[src/rtl/lsu_mem_ctrl.sv]
// Load/store unit between MEM stage and word-wide Data_memory; resp latency: fault/SW 1, load 2, SB/SH 3.
// One request in flight: req_ready only in IDLE; the response pulse has no back-pressure.
module lsu_mem_ctrl #(
  parameter int address_width = 10,
  parameter int data_width    = 32
) (
  input  logic                  clk,
  input  logic                  rst,
  input  logic                  req_valid,
  output logic                  req_ready,
  input  logic                  req_store,
  input  logic [2:0]            req_funct3,
  input  logic [31:0]           req_addr,
  input  logic [data_width-1:0] req_wdata,
  output logic                  resp_valid,
  output logic [data_width-1:0] resp_rdata,
  output logic [1:0]            resp_fault,
  output logic [31:0]           address,
  output logic [data_width-1:0] write_data,
  output logic                  mem_write,
  output logic                  mem_read,
  input  logic [data_width-1:0] read_data
);

  typedef enum logic [2:0] {
    IDLE, FAULT, LD_RD, LD_RESP, RMW_RD, RMW_MERGE, ST_WR
  } state_e;

  localparam logic [1:0] F_NONE    = 2'd0;
  localparam logic [1:0] F_MISAL   = 2'd1;
  localparam logic [1:0] F_RANGE   = 2'd2;
  localparam logic [1:0] F_ILLEGAL = 2'd3;

  state_e                state_q, state_d;
  logic [2:0]            funct3_q, funct3_d;
  logic [31:0]           addr_q, addr_d;
  logic [data_width-1:0] word_q, word_d;
  logic [1:0]            fault_q, fault_d;

  logic                  accept;
  logic                  out_of_range;
  logic [1:0]            req_fault;
  logic [7:0]            ld_byte;
  logic [15:0]           ld_half;
  logic [data_width-1:0] extracted;
  logic [data_width-1:0] merged;

  assign accept       = req_valid && req_ready;
  assign out_of_range = {1'b0, req_addr} >= (33'd1 << address_width);

  always_comb begin
    req_fault = F_NONE;
    if (req_store ? (req_funct3 > 3'd2) : (req_funct3 == 3'd3 || req_funct3[2:1] == 2'b11))
      req_fault = F_ILLEGAL;
    else if ((req_funct3[1:0] == 2'd1 && req_addr[0]) ||
             (req_funct3[1:0] == 2'd2 && req_addr[1:0] != 2'd0))
      req_fault = F_MISAL;
    else if (out_of_range)
      req_fault = F_RANGE;
  end

  assign ld_byte = read_data[{addr_q[1:0], 3'b000} +: 8];
  assign ld_half = read_data[{addr_q[1], 4'b0000} +: 16];

  // funct3[2] set means LBU/LHU: no sign extension
  always_comb begin
    extracted = '0;
    case (funct3_q[1:0])
      2'd0:    extracted = {{24{ld_byte[7] & ~funct3_q[2]}}, ld_byte};
      2'd1:    extracted = {{16{ld_half[15] & ~funct3_q[2]}}, ld_half};
      default: extracted = read_data;
    endcase
  end

  always_comb begin
    merged = read_data;
    if (funct3_q[1:0] == 2'd0)
      merged[{addr_q[1:0], 3'b000} +: 8] = word_q[7:0];
    else
      merged[{addr_q[1], 4'b0000} +: 16] = word_q[15:0];
  end

  always_comb begin
    state_d  = state_q;
    funct3_d = funct3_q;
    addr_d   = addr_q;
    word_d   = word_q;
    fault_d  = fault_q;
    case (state_q)
      IDLE: begin
        if (accept) begin
          funct3_d = req_funct3;
          addr_d   = req_addr;
          word_d   = req_wdata;
          fault_d  = req_fault;
          if (req_fault != F_NONE)          state_d = FAULT;
          else if (!req_store)              state_d = LD_RD;
          else if (req_funct3[1:0] == 2'd2) state_d = ST_WR;
          else                              state_d = RMW_RD;
        end
      end
      FAULT:     state_d = IDLE;
      LD_RD:     state_d = LD_RESP;
      LD_RESP:   state_d = IDLE;
      RMW_RD:    state_d = RMW_MERGE;
      RMW_MERGE: begin
        word_d  = merged;
        state_d = ST_WR;
      end
      ST_WR:     state_d = IDLE;
      default:   state_d = IDLE;
    endcase
  end

  always_ff @(posedge clk) begin
    if (rst) begin
      state_q  <= IDLE;
      funct3_q <= '0;
      addr_q   <= '0;
      word_q   <= '0;
      fault_q  <= '0;
    end else begin
      state_q  <= state_d;
      funct3_q <= funct3_d;
      addr_q   <= addr_d;
      word_q   <= word_d;
      fault_q  <= fault_d;
    end
  end

  // Strobes and response are gated by rst so an abort mid-operation never writes or responds
  assign req_ready  = (state_q == IDLE);
  assign mem_read   = !rst && (state_q == LD_RD || state_q == RMW_RD);
  assign mem_write  = !rst && (state_q == ST_WR);
  assign resp_valid = !rst && (state_q inside {FAULT, LD_RESP, ST_WR});
  assign resp_fault = (resp_valid && state_q == FAULT) ? fault_q : F_NONE;
  assign resp_rdata = (resp_valid && state_q == LD_RESP) ? extracted : '0;
  assign address    = {addr_q[31:2], 2'b00};
  assign write_data = word_q;

endmodule

[config.mk]
export PLATFORM = sky130hd
export DESIGN_NAME = lsu_mem_ctrl
export DESIGN_NICKNAME = d
export VERILOG_FILES = /design/src/rtl/lsu_mem_ctrl.sv
export SDC_FILE = /design/constraint.sdc
export NUM_CORES = 1
export LEC_CHECK = 0
export BUFFER_PORTS_ARGS = -buffer_cell sky130_fd_sc_hd__buf_2
export CAP_MARGIN = 15
export CORE_AREA = 2 2 92 103
export CTS_CLUSTER_SIZE = 30
export DETAILED_ROUTE_END_ITERATION = 12
export DIE_AREA = 0 0 94 105
export MAX_ROUTING_LAYER = met4
export PLACE_DENSITY = 0.83
export SLEW_MARGIN = 40
export SYNTH_ARGS = -nofsm -noshare
export SYNTH_HDL_FRONTEND = slang
export SYNTH_SLANG_ARGS = --single-unit
[constraint.sdc]
create_clock -name clk -period 4.4 [get_ports clk]
set_clock_uncertainty 0.15 [all_clocks]
set_input_delay 0.22 -clock clk [delete_from_list [all_inputs] [get_ports clk]]
set_output_delay 0.22 -clock clk [all_outputs]
set_load 0.05 [all_outputs]
==> flow_metrics.tcl, run 1 <==
set metrics [dict create \
    status "complete, no violations" \
    p_sw_share_pct 36.9 \
    r2r_slack_ns 1.55 \
    wl_per_cell_microns 17.6 \
    maxSlewViolCount 0 \
    cap_violations 0 \
    antenna_cells 0 \
    p_comb_share_pct 30.3 \
    clock.fmax_ghz 0.327 \
    hp-start "req_wdata[20]" \
    power_frac_clock_pct 28.1 \
    coreArea_sq_um 8780 \
    hold_depth 3 \
    reg2reg_to "write_data[2]$_SDFFE_PP0P_" \
    fin_area_sq_um 5840 \
    cp.arrival_ns 2.68 \
    dp_hpwl_mm 10.9 \
    syn_inst 589 \
    netlist_area_sq_um 4410 \
    grt_usage_pct 31.8 \
    holdPathEnd "write_data[20]$_SDFFE_PP0P_" \
    leakage_nw 2.76 \
    criticalPathCategory "reg -> out" \
    die_y_microns 105 \
    nNetsFinal 890 \
    p_total_mw 1.80 \
    io_pins 205 \
    seq_power_share_pct 41.6 \
    drc 0 \
    cts_buffer_depth 2 \
    peakVddDrop_v 0.000221 \
    synth_edf_count 0 \
    required_ns 4.03 \
    setup_tns_ns 0 \
    placed_cell_area_sq_um 5190 \
    power_density_nw_per_um2 309 \
    timing.rr.start "state_q[2]$_SDFFE_PP0P_" \
    cts_tree "yes" \
    first_global_vias 4990 \
    synth_warnings 0 \
    tightest_slew_ns 0.778 \
    hold_path.class "in -> reg" \
    routabilityCongestion 0.979 \
    die_w_microns 94 \
    post-cts-setup-buffer-count 0 \
    cp-start-kind "flop" \
    crit_fanout 18 \
    switching_power_mw 0.666 \
    async_reset_ff_share_pct 0 \
    ys_ff_latch 72 \
    ctsHtreeMaxLevel 3 \
    vias 5309 \
    utilization_pct 66.5 \
    fillers 770 \
    rsz0062_at_grt "no" \
    grt_antenna_before_repair 0 \
    wl_mm 15.8 \
    clk_pin_slew_ns 0.07 \
    root_buffer "clkbuf_8" \
    synth_cell_types 59 \
    ant_nets 0 \
    portBuffers 202 \
    layout-drive-gt1-share_pct 32.4 \
    start_util_pct 50.2 \
    drt_iter0_drc 524 \
    r2r_cells 5 \
    fin_crit_sh_pct 69.4 \
    grt_pass1_wl_mm 24.2 \
    dr.pass1.iters 6 \
    die-area_sq_um 9870 \
    vias_per_cell 5.89 \
    yosysSeqAreaShare_pct 32.7 \
    grt-ovfl-total 0 \
    grt_max_degree 73 \
    cp-end-kind "output port" \
    clk_latency_ns 0.36 \
    area_growth_pct 32.5 \
    period_needed_ns 3.05 \
    rows 36 \
    synth_ff_type "dfxtp_1" \
    finalSetupViolations 0 \
    clkSinkCount 72 \
    slew_headroom_pct 48.1 \
    hold_violations 0 \
    intPower_mw 1.14 \
    avgSynthCellArea_sq_um 7.48 \
    numCtsBuffers 9 \
]
[layer usage]
layer | global-route usage [%] | part of all wire [%] | routed length [microns]
met1 | 34.9 | 37 | 5840
met2 | 54.9 | 50 | 7970
met3 | 5.62 | 8.9 | 1410
met4 | 15.3 | 3.9 | 614
met5 | - | 0 | 0
[what timing repair did]
item	CTS	global route
gates resized for setup	0	0
endpoints found under the hold margin	46	0
hold buffers	46	0
[cell type report]
type / instances / area (sq um) / area share [%]
repair buffers: 257 / 1540 / 26.4
well taps: 114 / 143 / 2.44
flip-flops and latches: 72 / 1440 / 24.7
inverters: 20 / 75.1 / 1.29
multi-input cells: 422 / 2460 / 42.1
clock buffers: 12 / 135 / 2.31
clock inverters: 4 / 45.0 / 0.772
[critical path: stages, from the launching register on]
cell	delay (ns)
dfxtp_1	0.57
and2b_1	0.23
nand3b_1	0.08
buf_4	0.22
a2111oi_4	0.55
buf_4	0.29
a21o_2	0.12
buf_2	0.25
[cell usage after synthesis, types with 2 or more instances]
cell	instances	area [sq um]
o21ai_1	2	10.0
a311oi_1	7	61.3
nand2b_1	2	12.5
and3b_1	2	17.5
and2_1	3	18.8
a32o_1	4	40.0
o211ai_1	6	45.0
o21ba_2	2	20.0
a211oi_1	4	30.0
o221ai_1	7	61.3
buf_4	33	248
a21oi_1	51	255
a222oi_1	7	70.1
buf_1	5	18.8
buf_6	2	22.5
o21a_1	3	22.5
clkbuf_1	26	97.6
and3_1	3	18.8
nor2b_1	11	68.8
a21o_2	16	140
nor2_1	50	188
o22ai_1	2	12.5
nor3_1	14	70.1
a2111oi_0	2	17.5
a221oi_1	24	210
nor4_1	21	131
or3b_2	2	17.5
a21o_1	2	15.0
o21ai_0	16	80.1
ha_1	5	62.6
a221o_1	4	40.0
dfxtp_1	72	1440
inv_1	20	75.1
nand2_1	123	462
nand3b_1	2	15.0
nor3b_1	2	15.0
buf_2	10	50.1
[cells by family (layout without fill, tap and decap cells)]
family                   count (synthesis)  in the layout  synth area share (%)
AND/OR/NAND/NOR                        243            243                  25.0
AO/OA/AOI/OAI                          167            167                  27.8
buffers and inverters                   96            293                  11.6
flip-flops                              72             72                  32.7
adder cells (fa/ha/maj)                  5              5                  1.42
multiplexers                             3              3                 0.994
XOR/XNOR                                 2              2                 0.398
other                                    1              2                0.0851
[layout by cell type, fill, tap and decap left out, types with 16 or more instances in the layout]
cell           netlist  routed
a21oi_1             51      51
dlygate4sd3_1        0      46
nand2_1            123     123
dfxtp_1             72      72
a21o_2              16      16
o21ai_0             16      16
inv_1               20      20
nor4_1              21      21
a221oi_1            24      24
buf_2               10     202
nor2_1              50      49
[power by group through the flow]
stage / Sequential [mW] / Clock, mW / Combinational [mW]
after CTS: 0.747 / 0.515 / 0.537
after floorplan: 0.833 / 0 / 0.303
final: 0.750 / 0.507 / 0.546
after global routing: 0.755 / 0.543 / 0.580
after global placement: 0.760 / 0 / 0.495
after detailed placement: 0.762 / 0 / 0.504
[stage by stage]
step                std cells  worst slack (ns)  hold slack [ns]
floorplan                 590             0.623            0.206
global placement          838              1.71            0.289
detailed placement        839              1.62            0.295
CTS                       901              1.40          0.00120
global route              901              1.21           0.0127
finish                    901              1.35          0.00383
[worst max-delay path by stage]
| stage | slack (ns) | startpoint | to |
|---|---|---|---|
| after floorplan | 0.62 | addr_q[1]$_SDFFE_PP0P_ | resp_rdata[7] |
| after global placement | 1.71 | state_q[0]$_SDFFE_PP0P_ | resp_rdata[26] |
| after detailed placement | 1.62 | state_q[2]$_SDFFE_PP0P_ | write_data[4]$_SDFFE_PP0P_ |
| after CTS | 1.40 | state_q[0]$_SDFFE_PP0P_ | resp_rdata[16] |
| after global routing | 1.21 | state_q[0]$_SDFFE_PP0P_ | resp_rdata[26] |
| final | 1.35 | state_q[0]$_SDFFE_PP0P_ | resp_rdata[25] |
[registers in the layout (all words and copies together) (netlist names)]
signal      count
addr_q         32
write_data     32
funct3_q        3
state_q         3
fault_q         2
No activity file was read; power rests on OpenSTA's default activity.
==> run 2, diff against run 1 <==
- ABC_AREA: not set -> 1
- CORE_AREA: 2 2 92 103 -> 2 2 99 111
- DIE_AREA: 0 0 94 105 -> 0 0 101 113
- PLACE_DENSITY: 0.83 -> 0.78
- clock period: 4.4 -> 3.04 ns (I/O delays scaled with it)
==> run 2 against run 1 <==
  * Worst hold slack improved by 0.0067 ns
  * Sequential power increased by 47%
  * Non-clock buffer count increased by 3
  * Die area increased by 16%
  * Register-to-register slack got worse by 0.80 ns
  * First-iteration DRC count decreased by 13%
  * Utilization decreased by 2.8 points
  * Count of clock-buffer cells in the layout decreased by 2
  * Cell area increased by 12%
  * Largest power group is now combinational logic
==> flow_metrics.tcl, run 2 <==
set metrics [dict create \
    status "complete, no violations" \
    muxShareOfSynthArea_pct 0 \
    final_common_cell "nand2_1" \
    grt_antenna_before_repair 0 \
    area_growth_pct 31.5 \
    portBuffers 202 \
    fillers 993 \
    async_reset_ff_share_pct 0 \
    wl_per_cell_microns 14.9 \
    netlist_area_sq_um 4960 \
    synth_top_family_by_area "simple AND/OR/NAND/NOR gates" \
    syn_inst 825 \
    clk_pin_slew_ns 0.06 \
    maxSlewViolCount 0 \
    dr.pass1.iters 7 \
    layout-drive-gt1-share_pct 24.9 \
    tightest_slew_ns 0.660 \
    wl_mm 17.1 \
    cp-end-kind "output port" \
    drc 0 \
    synth.most_common_cell "nand2_1" \
    avgSynthCellArea_sq_um 6.01 \
    required_ns 2.74 \
    leakage_nw 3.43 \
    most-common-layout-cells "238 x nand2_1, 202 x buf_2, 99 x nor2_1" \
    netlist.area_leader.share_pct 29.1 \
    synth_ff_type "dfxtp_1" \
    nNetsFinal 1129 \
    yosysSeqAreaShare_pct 29.1 \
    clk_latency_ns 0.34 \
    cap_violations 0 \
    clkSinkCount 72 \
    critPathMostFrequentCell "a21oi_1" \
    rows 39 \
    cp-start-kind "flop" \
    crit_fanout 16 \
    cpPeakStageDelay_ns 0.53 \
    slew_headroom_pct 56.0 \
    yosysTopAreaCell "dfxtp_1" \
    die_y_microns 113 \
    synth_edf_count 0 \
    root_buffer "clkbuf_16" \
    synth_cell_types 34 \
    dp_hpwl_mm 12.1 \
    finalSetupViolations 0 \
    die-area_sq_um 11400 \
    synth-xor-area-share_pct 0 \
    vias 6041 \
    vias_per_cell 5.26 \
    rsz0062_at_grt "no" \
    antenna_cells 0 \
    period_needed_ns 2.65 \
    cts_tree "yes" \
    grt_max_degree 47 \
    ant_nets 0 \
    hold_violations 0 \
    first_global_vias 5619 \
    synth_compound_area_share_pct 20.3 \
    whs_ns 0.0105 \
    netlist_top_cells_area "dfxtp_1 29%, nand2_1 18%, o21ai_0 8.8%" \
    cp.arrival_ns 2.34 \
    criticalPathCategory "reg -> out" \
    peakVddDrop_v 0.000345 \
    cp_num_buf_inv 2 \
    ys_ff_latch 72 \
    clock.fmax_ghz 0.378 \
    io_pins 205 \
    grt-ovfl-total 0 \
    cts_resized 0 \
    die_w_microns 101 \
    synth-adder-area-share_pct 1.26 \
    synth_common_cells "238 x nand2_1, 99 x nor2_1, 87 x o21ai_0" \
    numCtsBuffers 9 \
    coreArea_sq_um 10200 \
    ctsHtreeMaxLevel 3 \
    grt_pass1_wl_mm 27.0 \
    hold_path.class "in -> reg" \
    cts_buffer_depth 2 \
    start_util_pct 48.4 \
    fin_crit_sh_pct 87.0 \
    path_cells "buf_4 -> o21ai_0 -> nand3_1 -> nand2_1 -> a21oi_1 -> a21oi_1 -> buf_2" \
    slowest_stage "a21oi_1" \
    drt_iter0_drc 455 \
    synth_simple_gate_area_share_pct 33.7 \
    path_delay_family "compound AO/OA/AOI/OAI gates" \
    setup_tns_ns 0 \
    synth_warnings 0 \
    power_density_nw_per_um2 504 \
    grt_usage_pct 30.6 \
    routabilityCongestion 0.965 \
]
-- run 2: cell count changes in the layout (fill, tap and decap cells not counted), sizes merged, moves of 13 or more --
cell and delta:
nand2 +119, o21ai +72, inv +63, nor2 +55, nand3 +30, a221oi -24
nor4 -21, a21o -18, a21oi +18, nor3 -13
-- run 2: where the power goes --
part | total [mW] | switching (mW) | leakage, nW | internal [mW]
Combinational | 1.12 | 0.793 | 2.70 | 0.322
Sequential | 1.10 | 0.0609 | 0.595 | 1.04
Clock | 1.07 | 0.434 | 0.139 | 0.638
-- run 2: cell families (layout without fill, tap and decap cells) --
family	count (synthesis)	after routing
AOI/OAI and AO/OA	189	189
adders and majority gates	5	5
buffers and inverters	159	359
DFF	72	72
other	1	2
and+or+nand+nor	399	399
-- run 2: final cells by class --
type                            instances  area, sq um  share of cell area [%]
Multi-Input combinational cell        595         2750                    42.1
Timing Repair Buffer                  260         1570                    24.0
Sequential cell                        72         1440                    22.1
Inverter                               83          314                    4.82
Clock buffer                           10          229                    3.51
Tap cell                              123          154                    2.36
Clock inverter                          6         67.6                    1.04
-- run 2: per-stage QoR --
stage / setup WS, ns / utilization [%] / total power, mW / cell area [sq um] / std cells
finish: 0.394 / 63.6 / 3.29 / 6520 / 1149
global route: 0.186 / 63.6 / 3.44 / 6520 / 1149
CTS: 0.430 / 63.6 / 3.28 / 6520 / 1149
detailed placement: 0.811 / 56.0 / 2.16 / 5740 / 1085
global placement: 0.855 / 56.0 / 2.16 / 5740 / 1085
floorplan: 0.826 / - / 1.93 / 4960 / 826
-- run 2: final timing paths --
kind / from / to / depth (start not counted) / slack, ns
setup / recovery: addr_q[1]$_SDFFE_PP0P_ / resp_rdata[15] / 7 / 0.39
hold reg to reg: addr_q[24]$_SDFFE_PP0P_ / addr_q[24]$_SDFFE_PP0P_ / 2 / 0.31
hold / removal: req_wdata[25] / write_data[25]$_SDFFE_PP0P_ / 3 / 0.01
setup reg to reg: state_q[2]$_SDFFE_PP0P_ / write_data[5]$_SDFFE_PP0P_ / 7 / 0.75
-- run 2: repair_timing --
item / CTS / global route
hold buffers: 48 / 0
endpoints found under the hold margin: 48 / 0
buffers inserted: 0 / 0
-- run 2: per-layer routing --
layer	share of wire (%)	up-vias	track usage (%)
met2	47	314	50.7
li1	-	2998	-
met3	9.7	58	6.36
met5	0	-	-
met4	3.6	0	12.8
met1	39	2671	35.9
-- run 2: worst min-delay path, stage by stage --
cell and delay, ns:
buf_2 0.08, o21ai_0 0.08, a31oi_1 0.16
==> run 3, diff against run 2 <==
- PLACE_DENSITY: 0.78 -> 0.89
==> run 3 against run 2 <==
  * Sequential cell count is the same
  * Non-clock buffer count shrank 9
  * Power grew 5.1%
  * Utilization shrank 0.33 points
  * Fmax shrank 9.9%
  * Clock power grew 16%
==> flow_metrics.tcl, run 3 (synthesized netlist as in run 2, its figures left out) <==
set metrics [dict create \
    cap_violations 0 \
    drt_iter0_drc 701 \
    p_total_mw 3.46 \
    slowest_stage "a21oi_1" \
    cp-end-kind "output port" \
    ant_nets 0 \
    placed_cells 1082 \
    cp-start-kind "flop" \
    path_cells "buf_4 -> o21ai_0 -> nand3_1 -> nand2_1 -> a21oi_1 -> a21oi_1 -> buf_2" \
    wl_per_cell_microns 15.5 \
    seq_area_sq_um 1440 \
    antenna_cells 0 \
    setup_tns_ns 0 \
    hp-start "req_wdata[22]" \
    criticalPathCategory "reg -> out" \
    numCtsBuffers 9 \
    nNetsFinal 1120 \
    grt_max_degree 47 \
    maxSlewViolCount 0 \
    portBuffers 202 \
    holdPathEnd "write_data[22]$_SDFFE_PP0P_" \
    die_w_microns 101 \
    hold_path.class "in -> reg" \
    r2r_slack_ns 0.68 \
    clock.fmax_ghz 0.341 \
    reg2reg_to "write_data[7]$_SDFFE_PP0P_" \
    slew_headroom_pct 48.3 \
    grt_usage_pct 31.9 \
    hold_depth 3 \
    multi_input_area_sq_um 2750 \
    layoutNonFillerInstCount 1140 \
    clkSinkCount 72 \
    hold_violations 0 \
    area_growth_pct 30.8 \
    die-area_sq_um 11400 \
    tightest_slew_ns 0.776 \
    rsz0062_at_grt "no" \
    timing.rr.start "funct3_q[1]$_SDFFE_PP0P_" \
    fin_area_sq_um 6490 \
    layout-drive-gt1-share_pct 24.8 \
    final_common_cell "nand2_1" \
    wl_mm 17.7 \
    peakVddDrop_v 0.000415 \
    placed_cell_area_sq_um 5720 \
    status "complete, no violations" \
    grt-ovfl-total 0 \
    dp_hpwl_mm 12.5 \
    most-common-layout-cells "238 x nand2_1, 202 x buf_2, 99 x nor2_1" \
    fin_crit_sh_pct 96.6 \
    routabilityCongestion 0.985 \
    power_density_nw_per_um2 533 \
    drc 0 \
    required_ns 2.74 \
    rows 39 \
    cpPeakStageDelay_ns 0.62 \
    period_needed_ns 2.94 \
    coreArea_sq_um 10200 \
    grt_pass1_wl_mm 28.2 \
    post-cts-setup-buffer-count 0 \
    fillers 887 \
    ctsHtreeMaxLevel 3 \
    cp.arrival_ns 2.63 \
    r2r_cells 7 \
    clk_pin_slew_ns 0.06 \
    clk_latency_ns 0.34 \
    vias_per_cell 5.45 \
    vias 6214 \
    cts_buffer_depth 2 \
    die_y_microns 113 \
    leakage_nw 3.41 \
    start_util_pct 48.4 \
    grt_antenna_before_repair 0 \
    crit_fanout 45 \
    root_buffer "clkbuf_16" \
    io_pins 205 \
    critPathMostFrequentCell "a21oi_1" \
    cts_tree "yes" \
    first_global_vias 5814 \
    finalSetupViolations 0 \
    dr.pass1.iters 6 \
]
run 3: cell count changes in the layout (fill, tap and decap cells not counted):
cell,delta
inv_2,-1
dlygate4sd3_1,-6
buf_4,-3
clkinvlp_4,-1
bufinv_16,+2
run 3: how the worst max path moves through the flow:
| stage | from | depth (start not counted) | slack, ns | end |
|---|---|---|---|---|
| 2_1_floorplan | addr_q[1]$_SDFFE_PP0P_ | 6 | 0.83 | resp_rdata[9] |
| 5_1_grt | addr_q[1]$_SDFFE_PP0P_ | 7 | 0.008 | resp_rdata[13] |
| 6_report | addr_q[1]$_SDFFE_PP0P_ | 7 | 0.10 | resp_rdata[13] |
| 4_1_cts | funct3_q[1]$_SDFFE_PP0P_ | 8 | 0.17 | resp_rdata[29] |
| 3_3_place_gp | funct3_q[1]$_SDFFE_PP0P_ | 8 | 0.66 | resp_rdata[30] |
| 3_5_place_dp | funct3_q[1]$_SDFFE_PP0P_ | 8 | 0.54 | resp_rdata[29] |
run 3: layout make-up:
cell class	instances	area share, %
clock inverter	6	1.77
multi-input combinational	595	42.4
sequential	72	22.2
clock buffer	10	3.53
inverter	83	4.86
tap	123	2.37
timing repair buffer	251	22.9
run 3: power by group:
group,switching (mW),internal [mW]
logic,0.794,0.312
registers,0.0692,1.04
clock network,0.434,0.806
total,1.30,2.16
run 3: stage by stage:
stage,utilization (%),worst slack (ns),hold WS [ns]
2_1_floorplan,-,0.826,0.146
3_3_place_gp,55.8,0.660,0.251
3_5_place_dp,55.8,0.540,0.257
4_1_cts,63.3,0.174,0.000717
5_1_grt,63.3,0.00777,0.0114
6_report,63.3,0.104,0.00675
run 3: layer usage:
| metal | share of wire [%] | global-route usage (%) |
|---|---|---|
| met1 | 38 | 37.8 |
| met2 | 47 | 50.9 |
| met3 | 9.0 | 5.44 |
| met4 | 5.9 | 18.6 |
| met5 | 0 | - |
run 3: repair_timing:
action	4_1_cts	5_1_grt
hold buffers	42	0
gates resized for setup	0	1
endpoints found under the hold margin	42	0
setup endpoints to repair	0	7
run 3: worst max-delay path: cells and delay by family, from the launching register on:
family	cells	cell delay, ns
flops	1	0.34
buf+inv	2	0.66
compound gates	3	1.08
simple gates	2	0.21
